--- config.mk ---
export PLATFORM = sky130hd
export DESIGN_NAME = ram18_port_arbiter
export DESIGN_NICKNAME = d
export VERILOG_FILES = /design/src/rtl/ram18_port_arbiter.sv
export SDC_FILE = /design/constraint.sdc
export NUM_CORES = 1
export LEC_CHECK = 0
export ABC_AREA = 1
export CAP_MARGIN = 10
export CORE_MARGIN = 3
export CORE_UTILIZATION = 31
export CTS_CLUSTER_DIAMETER = 60
export DETAILED_ROUTE_END_ITERATION = 7
export PLACE_DENSITY_LB_ADDON = 0.1
export SYNTH_ARGS = -nofsm -noshare
export SYNTH_HDL_FRONTEND = slang
export SYNTH_SLANG_ARGS = --single-unit
--- constraint.sdc ---
create_clock -name CLK -period 2 [get_ports CLK]
set_input_delay 0.4 -clock CLK [delete_from_list [all_inputs] [get_ports CLK]]
set_output_delay 0.4 -clock CLK [all_outputs]
set_load 0.1 [all_outputs]
--- src/rtl/ram18_port_arbiter.sv ---
// Two-requester arbiter in front of a single 1Kx18 single-port block RAM
// that has a registered read.
// Either round-robin or fixed-priority (A first) arbitration is used.
// A clear engine can write CLR_VALUE to every word. While it runs, requests stall.
//
// state | meaning
// IDLE  | arbitrating between requesters A and B, at most one access per cycle
// CLEAR | writing CLR_VALUE to address clr_cnt, one word per cycle, 1024 cycles
module ram18_port_arbiter #(
    parameter logic [17:0] CLR_VALUE      = 18'h0,
    parameter int          FIXED_PRIORITY = 0
) (
    input  logic        CLK,
    input  logic        RST_N,

    input  logic        REQ_A,
    input  logic        WE_A,
    input  logic [9:0]  ADDR_A,
    input  logic [15:0] DI_A,
    input  logic [1:0]  DIP_A,
    output logic        GNT_A,
    output logic        RVALID_A,
    output logic [15:0] RDATA_A,
    output logic [1:0]  RDATAP_A,

    input  logic        REQ_B,
    input  logic        WE_B,
    input  logic [9:0]  ADDR_B,
    input  logic [15:0] DI_B,
    input  logic [1:0]  DIP_B,
    output logic        GNT_B,
    output logic        RVALID_B,
    output logic [15:0] RDATA_B,
    output logic [1:0]  RDATAP_B,

    input  logic        CLR_START,
    output logic        CLR_BUSY,
    output logic        CLR_DONE,

    output logic        RAM_EN,
    output logic        RAM_WE,
    output logic        RAM_SSR,
    output logic [9:0]  RAM_ADDR,
    output logic [15:0] RAM_DI,
    output logic [1:0]  RAM_DIP,
    input  logic [15:0] RAM_DO,
    input  logic [1:0]  RAM_DOP
);

    localparam bit FIXED = (FIXED_PRIORITY != 0);

    typedef enum logic {
        IDLE  = 1'b0,
        CLEAR = 1'b1
    } state_t;

    state_t      state, state_nxt;
    logic [9:0]  clr_cnt, clr_cnt_nxt;
    logic        last_b, last_b_nxt;     // 1: B was granted most recently
    logic        clr_done_q, clr_done_nxt;
    logic        rvalid_a_q, rvalid_b_q;
    logic        gnt_a, gnt_b;
    logic        a_wins;

    // Grant decision.
    // RST_N also gates the grants, so nothing is issued while reset is held.
    always_comb begin
        gnt_a  = 1'b0;
        gnt_b  = 1'b0;
        a_wins = FIXED ? 1'b1 : last_b;
        if (RST_N && (state == IDLE)) begin
            if (REQ_A && REQ_B) begin
                gnt_a = a_wins;
                gnt_b = !a_wins;
            end else begin
                gnt_a = REQ_A;
                gnt_b = REQ_B;
            end
        end
    end

    // FSM state register
    always_ff @(posedge CLK or negedge RST_N) begin
        if (!RST_N) begin
            state <= IDLE;
        end else begin
            state <= state_nxt;
        end
    end

    // Next state, RAM-side drive and bookkeeping next values
    always_comb begin
        state_nxt    = state;
        clr_cnt_nxt  = clr_cnt;
        last_b_nxt   = last_b;
        clr_done_nxt = 1'b0;
        RAM_EN       = 1'b0;
        RAM_WE       = 1'b0;
        RAM_ADDR     = 10'h0;
        RAM_DI       = 16'h0;
        RAM_DIP      = 2'b00;
        case (state)
            IDLE: begin
                if (gnt_a) begin
                    RAM_EN     = 1'b1;
                    RAM_WE     = WE_A;
                    RAM_ADDR   = ADDR_A;
                    RAM_DI     = DI_A;
                    RAM_DIP    = DIP_A;
                    last_b_nxt = 1'b0;
                end else if (gnt_b) begin
                    RAM_EN     = 1'b1;
                    RAM_WE     = WE_B;
                    RAM_ADDR   = ADDR_B;
                    RAM_DI     = DI_B;
                    RAM_DIP    = DIP_B;
                    last_b_nxt = 1'b1;
                end
                // The grant above still completes; the clear begins after the edge.
                if (CLR_START) begin
                    state_nxt   = CLEAR;
                    clr_cnt_nxt = 10'h0;
                end
            end
            CLEAR: begin
                RAM_EN              = 1'b1;
                RAM_WE              = 1'b1;
                RAM_ADDR            = clr_cnt;
                {RAM_DIP, RAM_DI}   = CLR_VALUE;
                clr_cnt_nxt         = clr_cnt + 10'd1;
                if (clr_cnt == 10'h3FF) begin
                    state_nxt    = IDLE;
                    clr_done_nxt = 1'b1;
                end
            end
            default: begin
                state_nxt = IDLE;
            end
        endcase
    end

    // Clear counter, round-robin pointer and done pulse
    always_ff @(posedge CLK or negedge RST_N) begin
        if (!RST_N) begin
            clr_cnt    <= 10'h0;
            last_b     <= 1'b1;
            clr_done_q <= 1'b0;
        end else begin
            clr_cnt    <= clr_cnt_nxt;
            last_b     <= last_b_nxt;
            clr_done_q <= clr_done_nxt;
        end
    end

    // Read-valid pulses: the RAM data shows up one cycle after a granted read
    always_ff @(posedge CLK or negedge RST_N) begin
        if (!RST_N) begin
            rvalid_a_q <= 1'b0;
            rvalid_b_q <= 1'b0;
        end else begin
            rvalid_a_q <= gnt_a && !WE_A;
            rvalid_b_q <= gnt_b && !WE_B;
        end
    end

    assign GNT_A    = gnt_a;
    assign GNT_B    = gnt_b;
    assign RVALID_A = rvalid_a_q;
    assign RVALID_B = rvalid_b_q;
    assign RDATA_A  = RAM_DO;
    assign RDATAP_A = RAM_DOP;
    assign RDATA_B  = RAM_DO;
    assign RDATAP_B = RAM_DOP;
    assign CLR_BUSY = (state == CLEAR);
    assign CLR_DONE = clr_done_q;
    assign RAM_SSR  = 1'b0;

endmodule

# Yosys cells after proc, flatten, opt, wreduce, memory -nomap -nowiden

Cells that the tools add are included.

Div/mod/pow operators: 0
Bitwise gates (word level): 1
Shifts and indexed selects: 0
Order comparisons: 0
Reduce and logical (&&, ||, !) cells: 9
$add $sub $neg: 1
Equal/unequal tests: 2
Multipliers: 0
Mux-type cells: 28

Operators by type and width:

| cell                                                            | number |
|---|---|
| 10-bit case mux with 2 select lines                             | 2 |
| 16-bit 2-to-1 mux                                               | 2 |
| 16-bit case mux with 2 select lines                             | 1 |
| 10-bit 2-to-1 mux                                               | 3 |
| 1-bit 2-to-1 mux                                                | 14 |
| 10-bit by 1-bit adder with 10-bit output, second input constant | 1 |
| 10-bit == test, second input constant                           | 1 |
| 1-bit case mux with 2 select lines                              | 3 |
| 1-bit logical AND                                               | 4 |
| 2-bit 2-to-1 mux                                                | 2 |
| 2-bit case mux with 2 select lines                              | 1 |
| 1-bit logical NOT                                               | 3 |
| 2-bit != test, second input constant                            | 1 |
| 2-bit AND reduction                                             | 1 |
| 2-bit nonzero test                                              | 1 |
| 1-bit NOT                                                       | 1 |

Memories: 0
Latch bits: 0
Bits in registers: 15
Input port bits: 81
Memory bits (writable): 0
Memory bits (read-only): 0
Output and inout bits: 73

# Logic depth before layout (Yosys ltp)

Gate-level depths: netlist of the first run.

Depth after elaboration: 6
Gate-level depth with buffers: 7

# Worst setup path before layout of the first run

OpenSTA, ideal clock, no wires.

Path kind: flip-flop to output port
From: register state (netlist: CLR_BUSY)
To: output port RAM_DI[10]
Data required time: 1.600 ns
Cell stages (with the launch flop): 8
Slack: -0.945 ns
Data arrival time: 2.545 ns
Path buffers: 2
Path through: dfrtp_1 buf_6 nor2_4 nand3_2 inv_2 buf_2 nand2_1 nand2_1

Elaborated cells between the ends (all ways): 7
Classes of those cells: mux (5); bitwise (1); reduce/logical (1)

RTL lines:

| what                                | RTL line | RTL |
|---|---|---|
| start: declaration                  | 57       | `state_t state, state_nxt;` |
| start signal: assignment            | 87       | `state <= state_nxt;` |
| 1-bit NOT (no source line)          | --       |  |
| 1-bit logical AND                   | 71       | `if (RST_N && (state == IDLE)) begin` |
| 1-bit 2-to-1 mux                    | 71       |  |
| net GNT_A                           | 21       | `output logic GNT_A,` |
| 16-bit 2-to-1 mux                   | 104      | `if (gnt_a) begin` |
| 16-bit case mux with 2 select lines | 102      | `case (state)` |
| end: declaration                    | 44       | `output logic [15:0] RAM_DI,` |

The timed path passes the listed nets, and every way through them passes these cells.

# Final worst setup path of the first run

From: register state (netlist: CLR_BUSY)
To: output port RAM_DI[12]

Word-level cells in the longest chain between the ends: 6
Elaborated cells between the ends (all ways): 7
Classes of those cells: mux (5); bitwise (1); reduce/logical (1)

RTL lines:

| what                                  | RTL line | RTL |
|---|---|---|
| 1-bit NOT (no source line)            | --       |  |
| 1-bit logical AND                     | 71       |  |
| 1-bit 2-to-1 mux                      | 71       |  |
| 16-bit 2-to-1 mux                     | 111      | `end else if (gnt_b) begin` |
| 16-bit 2-to-1 mux                     | 104      |  |
| 16-bit case mux with 2 select lines * | 102      |  |

Every way passes the cells marked *; elsewhere a longest branch is shown, timed or not.

==> results of run 1 <==
worst min path at each step:
stage / startpoint / cells past startpoint / endpoint
finish: RST_N / 2 / clr_cnt[4]
CTS: RST_N / 2 / clr_cnt[9]
global route: RST_N / 2 / clr_cnt[4]
global placement: a_wins / 2 / a_wins
detailed placement: a_wins / 2 / a_wins
floorplan: RST_N / 0 / CLR_DONE
worst max-delay path: stages (launching register included):
cell,delay (ps)
dfrtp_4,480
nor2_4,120
nand2_2,70
a21oi_4,170
buf_4,250
nand2_2,120
nand2_8,90
buf_12,160
report_power, final:
group	internal [mW]	switching (mW)	leakage, nW
clock network	0.138	0.111	0.0255
logic	0.692	1.13	1.30
registers	0.403	0.0985	0.179
routing by layer:
layer	track usage (%)	up-vias	share of wire, %
li1	-	839	-
met1	25.6	808	39
met2	34.5	66	51
met3	3.11	9	8.1
met4	7.71	0	1.7
met5	0	-	0
synth_stat cells, drive strengths merged:
cell type | number | share of area, %
a22oi | 1 | 0.52
ha | 1 | 0.86
inv | 14 | 3.6
nor2 | 11 | 3.5
nand4 | 2 | 0.86
nand3b | 1 | 0.52
dfrtp | 14 | 24
dfstp | 1 | 1.8
nand2 | 114 | 30
a31oi | 1 | 0.43
o21ai | 6 | 2.1
a21oi | 2 | 1.5
nor3 | 1 | 0.34
conb | 1 | 0.26
nand3 | 17 | 6.2
buf | 45 | 24
cell type report:
cell class / count / area, µm²
timing repair buffer: 120 / 1590
multi-input combinational: 158 / 1260
fill: 294 / 1040
sequential: 15 / 380
tap: 52 / 65.1
inverter: 14 / 57.6
clock buffer: 3 / 41.3
clock inverter: 1 / 5.00
antenna: 1 / 2.50
state kept, by name, indices dropped and copies added (netlist names):
| name | cells |
|---|---|
| CLR_DONE | 1 |
| clr_cnt | 10 |
| RVALID_B | 1 |
| a_wins | 1 |
| RVALID_A | 1 |
| CLR_BUSY | 1 |
logic make-up (layout without fill, tap and decap cells):
family,Yosys count,count (layout),share of synthesized area (%)
AO/OA/AOI/OAI,10,10,4.49
AND/OR/NAND/NOR,146,146,41.2
adder cells (fa/ha/maj),1,1,0.863
other,1,2,0.259
buffers and inverters,59,138,27.3
flip-flops,15,15,26.0
timing repair:
action                                  CTS  global route
gates resized for setup                  20            13
pin swaps                                 1             2
setup buffers                             6             2
endpoints found under the setup margin   32            32
cloned                                    3             3
stage by stage:
stage | TNS [ps] | util, %
after detailed placement | -9190 | 70.1
after global placement | -8460 | 70.1
after CTS | -3430 | 75.3
after floorplan | -2030 | -
after global routing | -4680 | 76.5
final | -2640 | 76.5
==> results.yml, run 1 <==
route:
  first_pass_iters: 4
  drc: 0
  ant_nets: 0
  drtIter0Drc: 41
  wl_mm: 5.84
  vias: 1722
  routedWlPerCell_um: 16.0
  viasPerCell: 4.73
final_layout:
  area_growth_pct: 135
  layout_common_cells: "nand2_1 (59), clkdlybuf4s50_1 (59), buf_12 (37)"
  fin_area_um2: 3400
  nNetsFinal: 394
  final_cells: 364
  drive_gt1_share_pct: 43.7
place:
  hpwl_mm: 4.09
  place_area_um2: 3120
  place_inst: 348
  port-buffer-count: 98
  gp_congestion: 0.840
  pre_cts_slack_ps: -363
critical_path:
  crit_path_start: "CLR_BUSY"
  endpoint_kind: "output pin"
  worstPathRequired_ps: 1600
  timing.rr.start: "clr_cnt[0]"
  cp-endpoint: "RAM_DI[12]"
  reg2regPathDepth: 6
  worstPathMaxFanout: 9
  worst_setup_path_start_kind: "register"
  critical_path_class: "reg2out"
  r2r_slack_ps: 460
  crit_arrival_ps: 1720
  r2r_end: "CLR_BUSY"
cts:
  clk_pin_slew_ps: 60
  cts.sinks: 15
  clockBufferDepth: 2
  h-tree-depth: 1
  cts_made_buffers: 3
  cts_tree: "yes"
  cts_root_buf: "clkbuf_8"
  hold_buffers: 0
  insertion_delay_ps: 250
timing:
  maxSlewViolCount: 0
  hold_viol: 0
  finClkSkew_ps: 0.944
  rsz0062_at_grt: "true"
  setup_slack_ps: -117
  fin_crit_sh_pct: 106
  fmax_ghz: 0.472
  period_minus_slack_ps: 2120
  setup_viol: 31
  hold_slack_ps: 252
global_route:
  grt_max_degree: 19
  antenna_found_initial: 0
  grt_pass1_vias: 1638
  grt_pass1_wl_mm: 8.46
  track_usage_pct: 20.2
  overflow: 0
die:
  core_um2: 4440
  die_width_um: 74.4
  die_area_um2: 5530
  io_pins: 154
  die_h_um: 74.4
  start_util_pct: 32.6
  num_rows: 24
logic_synthesis:
  ys_seq_area_share_pct: 26.0
  synth_nets: 314
  yosysWarningCount: 0
  ys_ff_latch: 15
  synth_cells: 232
  synth_area_per_cell_um2: 6.25
  yosysUniqueCellTypes: 24
  netlist_area_um2: 1450
worst_hold_path:
  hp-class: "in2async"
flow_run:
  cap_violations: 0
power:
  p_total_mw: 2.57
  leakage_nw: 1.51
  power_density_nw_per_um2: 757
  vdd.ir_drop.worst_mv: 0.705
run_status:
  status: "finished with violations"
  violations: "negative setup slack"
No activity file was read; power rests on OpenSTA's default activity.
==> run 2, diff against run 1 <==
Settings changed: CAP_MARGIN 10 to 20.
==> results of run 2 <==
No change in the layout: final DEF, timing and power equal those of run 1.
==> run 3, diff against run 2 <==
Settings changed: CORE_UTILIZATION 31 to 32, CTS_BUF_LIST set to sky130_fd_sc_hd__clkbuf_4 sky130_fd_sc_hd__clkbuf_8.
==> results.yml, run 3 (synthesis gave the netlist of run 1 again) <==
run_status:
  status: "finished with violations"
  violations: "negative setup slack"
die:
  io_pins: 154
  die_h_um: 73.3
  start_util_pct: 34.8
  core_um2: 4170
  die_width_um: 73.3
  num_rows: 23
  die_area_um2: 5380
critical_path:
  crit_arrival_ps: 1760
  crit_path_start: "CLR_BUSY"
  worstPathRequired_ps: 1600
  worst_setup_path_start_kind: "register"
  endpoint_kind: "output pin"
  critical_path_class: "reg2out"
  timing.rr.start: "CLR_BUSY"
  worstPathMaxFanout: 6
timing:
  rsz0062_at_grt: "true"
  tns_ps: -3430
  setup_slack_ps: -157
  hold_viol: 0
  setup_viol: 31
  finClkSkew_ps: 4.00
  hold_slack_ps: 224
  period_minus_slack_ps: 2160
  maxSlewViolCount: 0
  fin_crit_sh_pct: 108
  fmax_ghz: 0.464
global_route:
  grt_max_degree: 23
  grt_pass1_vias: 1806
  grt_pass1_wl_mm: 9.26
  overflow: 0
  antenna_found_initial: 1
  track_usage_pct: 22.2
route:
  drc: 0
  wl_mm: 6.21
  viasPerCell: 4.84
  vias: 1742
  drtIter0Drc: 58
  first_pass_iters: 4
  ant_nets: 0
  routedWlPerCell_um: 17.2
cts:
  cts_made_buffers: 3
  cts_tree: "yes"
  clockBufferDepth: 2
  hold_buffers: 0
  cts.sinks: 15
  cts_root_buf: "clkbuf_8"
  clk_pin_slew_ps: 70
  insertion_delay_ps: 250
  h-tree-depth: 1
final_layout:
  largest_reg_flops: 10
  area_growth_pct: 138
  final_common_cell: "nand2_1"
  nNetsFinal: 392
  regArea_um2: 380
  layout_common_cells: "nand2_1 (60), clkdlybuf4s50_1 (59), buf_12 (37)"
  fin_area_um2: 3450
  regMostFlops: "clr_cnt"
  multi_input_area_um2: 1330
  fill_cells: 240
  drive_gt1_share_pct: 43.0
  final_util_pct: 82.7
power:
  internal_power_mw: 1.23
  leakage_nw: 1.59
  pwr-share-seq_pct: 19.6
  power_density_nw_per_um2: 753
  switching_power_mw: 1.37
  combPwrFrac_pct: 70.8
  swShare_pct: 52.5
  power.share.clock_pct: 9.7
  vdd.ir_drop.worst_mv: 0.865
worst_hold_path:
  hp-class: "in2async"
place:
  place_area_um2: 3090
  hpwl_mm: 4.23
  pre_cts_slack_ps: -350
  gp_congestion: 0.860
  port-buffer-count: 98
flow_run:
  cap_violations: 0
-- run 3: cell types whose count changed in the layout (fill, tap and decap cells not counted), moves of 2 or more --
cell / previous run / this run
buf_16: 1 / 3
nand2_4: 7 / 18
nand2_2: 29 / 16
clkbuf_16: 2 / 0
-- run 3: power groups by stage --
stage	clock [mW]	sequential, mW	combinational, mW
after detailed placement	0	0.507	1.81
after CTS	0.250	0.500	1.83
after global routing	0.269	0.520	1.93
after floorplan	0	0.481	1.50
final	0.252	0.508	1.84
after global placement	0	0.499	1.80
-- run 3: layout make-up --
class                      instances  area share (%)
inverter                          14            1.60
clock buffer                       3            1.20
antenna                            1          0.0725
multi-input combinational        158            38.4
timing repair buffer             118            45.7
sequential                        15            11.0
tap                               50            1.81
clock inverter                     1           0.145
-- run 3: worst paths after layout --
| kind | slack (ps) | end | cells after the start |
|---|---|---|---|
| worst max-delay path | -160 | RAM_ADDR[6] | 8 |
| worst min-delay path | 220 | clr_cnt[5] | 2 |
| worst max register to register | 380 | clr_cnt[9] | 6 |
| worst min register to register | 490 | a_wins | 2 |
| max in group asynchronous | 1530 | a_wins | 2 |
| min in group CLK | 490 | a_wins | 2 |
-- run 3: worst max-delay path, cell delays in order, from the launching register on --
cell	delay (ps)
dfrtp_4	490
nor2_4	100
nand2_2	80
a21oi_4	190
buf_4	170
buf_16	120
nand2_1	90
nand3_4	90
buf_12	170
-- run 3: repair_timing --
action                                  CTS  global route
gates resized for setup                  39             3
setup buffers                             8             1
gates cloned                              3             0
hold endpoints to repair                  0             0
pin swaps                                 2             1
endpoints found under the setup margin   32            31
-- run 3: through the flow --
stage,std cells,total power [mW]
global placement,343,2.30
detailed placement,343,2.32
global route,360,2.71
CTS,358,2.58
finish,360,2.60
floorplan,232,1.98
-- run 3: routing by layer --
layer | global-route usage (%) | up-vias | wire, µm
met2 | 40.5 | 79 | 3230
met5 | 0 | - | 0
met3 | 3.97 | 20 | 542
met4 | 7.44 | 0 | 182
li1 | - | 829 | -
met1 | 26.0 | 814 | 2250
